[src/rtl/imem_loader.sv]
// Byte-stream program loader for the instruction memory: assembles little-endian
// words, writes them into IMEM and holds the core off while loading.
module imem_loader #(
   parameter int unsigned ADDR_WIDTH = 10,
   parameter int unsigned DATA_WIDTH = 32
) (
   input  logic                  clk,
   input  logic                  reset,
   input  logic                  start,
   input  logic                  abort,
   input  logic [ADDR_WIDTH:0]   word_count,
   input  logic                  byte_valid,
   input  logic [7:0]            byte_data,
   output logic                  byte_ready,
   output logic [ADDR_WIDTH+1:0] mem_addr,
   output logic [DATA_WIDTH-1:0] mem_wdata,
   output logic                  mem_we,
   output logic                  busy,
   output logic                  cpu_hold,
   output logic                  done,
   output logic                  error,
   output logic [7:0]            checksum
);

   typedef enum logic [1:0] {
      S_IDLE,
      S_COLLECT,
      S_WRITE,
      S_DONE
   } state_t;

   localparam logic [ADDR_WIDTH:0] MAX_WORDS = {1'b1, {ADDR_WIDTH{1'b0}}};

   state_t                  state, state_n;
   logic [ADDR_WIDTH:0]     count_r;
   logic [ADDR_WIDTH:0]     word_idx;
   logic [ADDR_WIDTH:0]     word_idx_inc;
   logic [1:0]              byte_idx;
   logic [DATA_WIDTH-1:0]   word_buf;
   logic [DATA_WIDTH-1:0]   word_next;
   logic [ADDR_WIDTH+1:0]   addr_r;
   logic [DATA_WIDTH-1:0]   wdata_r;
   logic                    done_r;
   logic                    error_r;
   logic [7:0]              sum_r;
   logic                    idle_like;
   logic                    start_take;
   logic                    cnt_zero;
   logic                    cnt_big;
   logic                    accept;
   logic                    last_byte;
   logic                    last_word;

   assign idle_like    = (state == S_IDLE) || (state == S_DONE);
   assign start_take   = idle_like && start;
   assign cnt_zero     = (word_count == '0);
   assign cnt_big      = (word_count > MAX_WORDS);
   assign word_idx_inc = word_idx + 1'b1;
   assign last_byte    = (byte_idx == 2'd3);
   assign last_word    = (word_idx_inc == count_r);

   always_comb begin
      word_next = word_buf;
      word_next[{byte_idx, 3'b000} +: 8] = byte_data;
   end

   always_comb begin
      state_n    = state;
      byte_ready = 1'b0;
      mem_we     = 1'b0;
      accept     = 1'b0;
      case (state)
         S_IDLE, S_DONE: begin
            if (start) begin
               if (cnt_zero)     state_n = S_DONE;
               else if (cnt_big) state_n = S_IDLE;
               else              state_n = S_COLLECT;
            end
         end
         S_COLLECT: begin
            byte_ready = 1'b1;
            accept     = byte_valid;
            if (abort)                      state_n = S_IDLE;
            else if (byte_valid && last_byte) state_n = S_WRITE;
         end
         S_WRITE: begin
            mem_we = 1'b1;
            if (abort)          state_n = S_IDLE;
            else if (last_word) state_n = S_DONE;
            else                state_n = S_COLLECT;
         end
         default: state_n = S_IDLE;
      endcase
   end

   always_ff @(posedge clk or negedge reset) begin
      if (!reset) state <= S_IDLE;
      else        state <= state_n;
   end

   // Write address/data are captured as the word completes, so they are valid
   // throughout WRITE and naturally hold the last written values afterwards.
   always_ff @(posedge clk or negedge reset) begin
      if (!reset) begin
         count_r  <= '0;
         word_idx <= '0;
         byte_idx <= '0;
         word_buf <= '0;
         addr_r   <= '0;
         wdata_r  <= '0;
         done_r   <= 1'b0;
         error_r  <= 1'b0;
         sum_r    <= '0;
      end else begin
         if (start_take) begin
            done_r   <= cnt_zero;
            error_r  <= cnt_big;
            sum_r    <= '0;
            byte_idx <= '0;
            word_idx <= '0;
            count_r  <= word_count;
         end
         if (accept) begin
            word_buf <= word_next;
            sum_r    <= sum_r + byte_data;
            byte_idx <= byte_idx + 1'b1;
            if (last_byte && !abort) begin
               addr_r  <= {word_idx[ADDR_WIDTH-1:0], 2'b00};
               wdata_r <= word_next;
            end
         end
         if (state == S_WRITE) begin
            word_idx <= word_idx_inc;
            byte_idx <= '0;
            if (!abort && last_word) done_r <= 1'b1;
         end
      end
   end

   assign busy      = (state == S_COLLECT) || (state == S_WRITE);
   assign cpu_hold  = busy;
   assign mem_addr  = addr_r;
   assign mem_wdata = wdata_r;
   assign done      = done_r;
   assign error     = error_r;
   assign checksum  = sum_r;

endmodule

[config.mk]
export PLATFORM = sky130hd
export DESIGN_NAME = imem_loader
export DESIGN_NICKNAME = d
export VERILOG_FILES = /design/src/rtl/imem_loader.sv
export SDC_FILE = /design/constraint.sdc
export NUM_CORES = 1
export LEC_CHECK = 0
export ABC_AREA = 1
export CAP_MARGIN = 20
export CORE_ASPECT_RATIO = 1.4
export CORE_MARGIN = 2
export CORE_UTILIZATION = 30
export CTS_CLUSTER_SIZE = 16
export DETAILED_ROUTE_END_ITERATION = 6
export GPL_ROUTABILITY_DRIVEN = 0
export SLEW_MARGIN = 40
export SYNTH_ARGS = -nofsm -noshare
export SYNTH_HDL_FRONTEND = slang
export SYNTH_SLANG_ARGS = --single-unit
[constraint.sdc]
create_clock -name clk -period 2.68 [get_ports clk]
set_clock_uncertainty 0.2 [all_clocks]
set_input_delay 0.536 -clock clk [delete_from_list [all_inputs] [get_ports clk]]
set_output_delay 0.536 -clock clk [all_outputs]
set_load 0.01 [all_outputs]
==> results.json <==
{
  "first_pass_iters": 4,
  "grt_start_max_net_pins": 53,
  "grt_pass1_vias": 4327,
  "core_area_mm2": 0.0179,
  "grt_first_pass_wirelength_um": 22900,
  "reg2reg_depth": 6,
  "grt_overflow": 0,
  "tritoncts": "built",
  "detailed_place.area_mm2": 0.00659,
  "dieArea_mm2": 0.0192,
  "drive_gt1_share_pct": 7.97,
  "p_per_area_mw_per_mm2": 852,
  "min_path_cells": 2,
  "cap_violations": 0,
  "grtUsageTotal_pct": 15.0,
  "critical_path_required_ps": 1940,
  "wl_um": 13700,
  "synth-seq-area-share_pct": 50.7,
  "synth_seq_cells": 110,
  "worstSetupPathType": "reg2out",
  "fin_crit_sh_pct": 95.6,
  "final_area_mm2": 0.00690,
  "antenna_left": 0,
  "hold_slack_ps": 278,
  "critPathMaxFanout": 5,
  "syn_inst": 675,
  "io_buffers": 79,
  "status": "completed",
  "ir_worst_vdd_v": 0.000545,
  "start_util_pct": 30.4,
  "syn_to_final_growth_pct": 27.0,
  "fin_util_pct": 38.7,
  "worstSetupEndpointType": "output port",
  "fin_nets": 800,
  "route.detailed.drc": 0,
  "netlist_area_mm2": 0.00543,
  "ys_types": 35,
  "io_pins": 82,
  "die_w_um": 118,
  "hold_viol_final": 0,
  "critical_path_arrival_ps": 1830,
  "numCtsBuffers": 9,
  "postSynthAreaPerCell_um2": 8.05,
  "die_h_um": 163,
  "rows": 58,
  "dr_total_vias": 4492,
  "final_max_slew_viol_count": 0,
  "cts.clk_slew.worst_paths_ps": 80,
  "vias_per_cell": 4.47,
  "setup_violations": 0,
  "hpwl_um": 10300,
  "relSlewSlack_pct": 62.7,
  "cts_setup_buffers": 0,
  "ctsResizeCount": 0,
  "fin_setup_tns_ps": 0,
  "yosys_warnings": 0,
  "fmax_mhz": 390,
  "worstMarginPinSlew_ps": 559,
  "rsz0062_at_grt": "no",
  "cts.path.max_buffers": 2,
  "leakagePower_nw": 3.28,
  "min_period_ps": 2560,
  "hold_path.class": "reg2reg",
  "wl_per_cell_um": 13.7,
  "antenna_found_initial": 0,
  "antenna_cells": 0,
  "htree_levels": 3,
  "drt-initial-drc-count": 312,
  "cts_sinks": 110,
  "clk_latency_ps": 360,
  "cts-root-buf": "clkbuf_16",
  "crit_path_start_kind": "flip-flop"
}
-- worst max-delay path: stages (launching register included) --
cell	delay (ps)
dfrtp_1	360
inv_1	60
ha_1	350
inv_1	140
clkdlybuf4s50_1	560
-- area by class of cell --
type / instances / area (um^2)
clock buffer: 9 / 225
tap: 240 / 300
inverter: 92 / 348
clock inverter: 7 / 72.6
sequential: 110 / 2750
timing repair buffer: 99 / 978
fill: 1852 / 11000
multi-input combinational: 448 / 2220
-- power by group --
group          leakage [nW]  switching [W]  internal (W)
sequential             1.49       0.000223       0.00207
combinational          1.65        0.00133      0.000907
clock                 0.143       0.000689      0.000662
-- per-stage QoR --
stage	setup slack, ps	power, W	std cells
after global routing	19.3	0.00637	1005
after floorplan	478	0.00372	676
after CTS	104	0.00595	1005
after detailed placement	-103	0.00457	988
final	119	0.00588	1005
after global placement	-92.4	0.00453	988
-- cell families (layout without fill, tap and decap cells) --
family / after synthesis / count (layout) / synth area share (%)
AND/OR/NAND/NOR: 305 / 305 / 23.7
AO/OA/AOI/OAI: 120 / 120 / 12.2
buffers and inverters: 118 / 207 / 8.52
flip-flops: 110 / 110 / 50.7
adder cells (fa/ha/maj): 16 / 16 / 3.82
XOR/XNOR: 5 / 5 / 0.944
other: 1 / 2 / 0.0690
-- synth_stat cells --
cell type | instances | area, um^2
a21oi_1 | 8 | 40.0
fa_1 | 1 | 20.0
nor4_1 | 1 | 6.26
xnor2_1 | 1 | 8.76
xnor2_2 | 1 | 16.3
nor2_1 | 11 | 41.3
nor2_2 | 3 | 18.8
inv_1 | 87 | 327
o31ai_1 | 1 | 7.51
xor2_1 | 3 | 26.3
buf_2 | 7 | 35.0
nand4_1 | 4 | 25.0
ha_1 | 15 | 188
clkinv_1 | 3 | 11.3
clkbuf_1 | 15 | 56.3
buf_4 | 3 | 22.5
nand3b_1 | 3 | 22.5
o311ai_0 | 1 | 8.76
o211ai_1 | 1 | 7.51
buf_1 | 1 | 3.75
inv_2 | 2 | 7.51
nand2_2 | 8 | 50.1
o22ai_1 | 36 | 225
nand2_1 | 240 | 901
conb_1 | 1 | 3.75
nand3_1 | 24 | 120
dfrtp_1 | 110 | 2750
nor3_2 | 1 | 10.0
or2_2 | 1 | 6.26
nand3_2 | 5 | 50.1
nor2_4 | 3 | 33.8
a22o_1 | 2 | 17.5
o21ai_0 | 70 | 350
o21a_1 | 1 | 7.51
nor3_1 | 1 | 5.00
-- layout by cell type, fill, tap and decap left out, types with 4 or more instances in the layout --
master,Yosys,layout
nand3_1,24,24
dfrtp_1,110,110
inv_1,87,87
nor2_1,11,10
o22ai_1,36,36
nand4_1,4,4
clkbuf_16,0,9
nand3_2,5,5
o21ai_0,70,70
clkdlybuf4s50_1,0,78
ha_1,15,15
nand2_2,8,8
nand2_1,240,240
nor2_2,3,4
a21oi_1,8,8
buf_4,3,17
-- repair_timing --
item,in CTS,in global routing
hold buffers,1,0
endpoints found under the hold margin,32,0
setup endpoints to repair,0,0
-- layer usage --
layer  share of wire [%]  global-route usage [%]  up-vias
met4                 1.2                    4.11        0
met2                  52                    26.8       86
met1                  43                    18.7     2073
met3                 3.2                    2.55       10
met5                   0                       0        -
li1                    -                       -     2323
-- path summary, 6_finish.rpt --
check / startpoint / endpoint / slack, ps
worst max-delay path: state[0] / cpu_hold / 120
worst min-delay path: mem_wdata[16] / mem_wdata[16] / 280
max in group asynchronous: reset / done / 1180
worst min register to register: mem_wdata[16] / mem_wdata[16] / 280
worst max register to register: byte_idx[0] / word_buf[5] / 430
min in group asynchronous: reset / word_idx[9] / 510
-- state kept, by name, summed over array words and instances, names as in the netlist --
| name | flops |
|---|---|
| word_buf | 32 |
| mem_wdata | 32 |
| word_idx | 11 |
| done | 1 |
| byte_idx | 2 |
| state | 2 |
| mem_addr | 10 |
| error | 1 |
| checksum | 8 |
| count_r | 11 |
(Power assumes the default switching activity.)
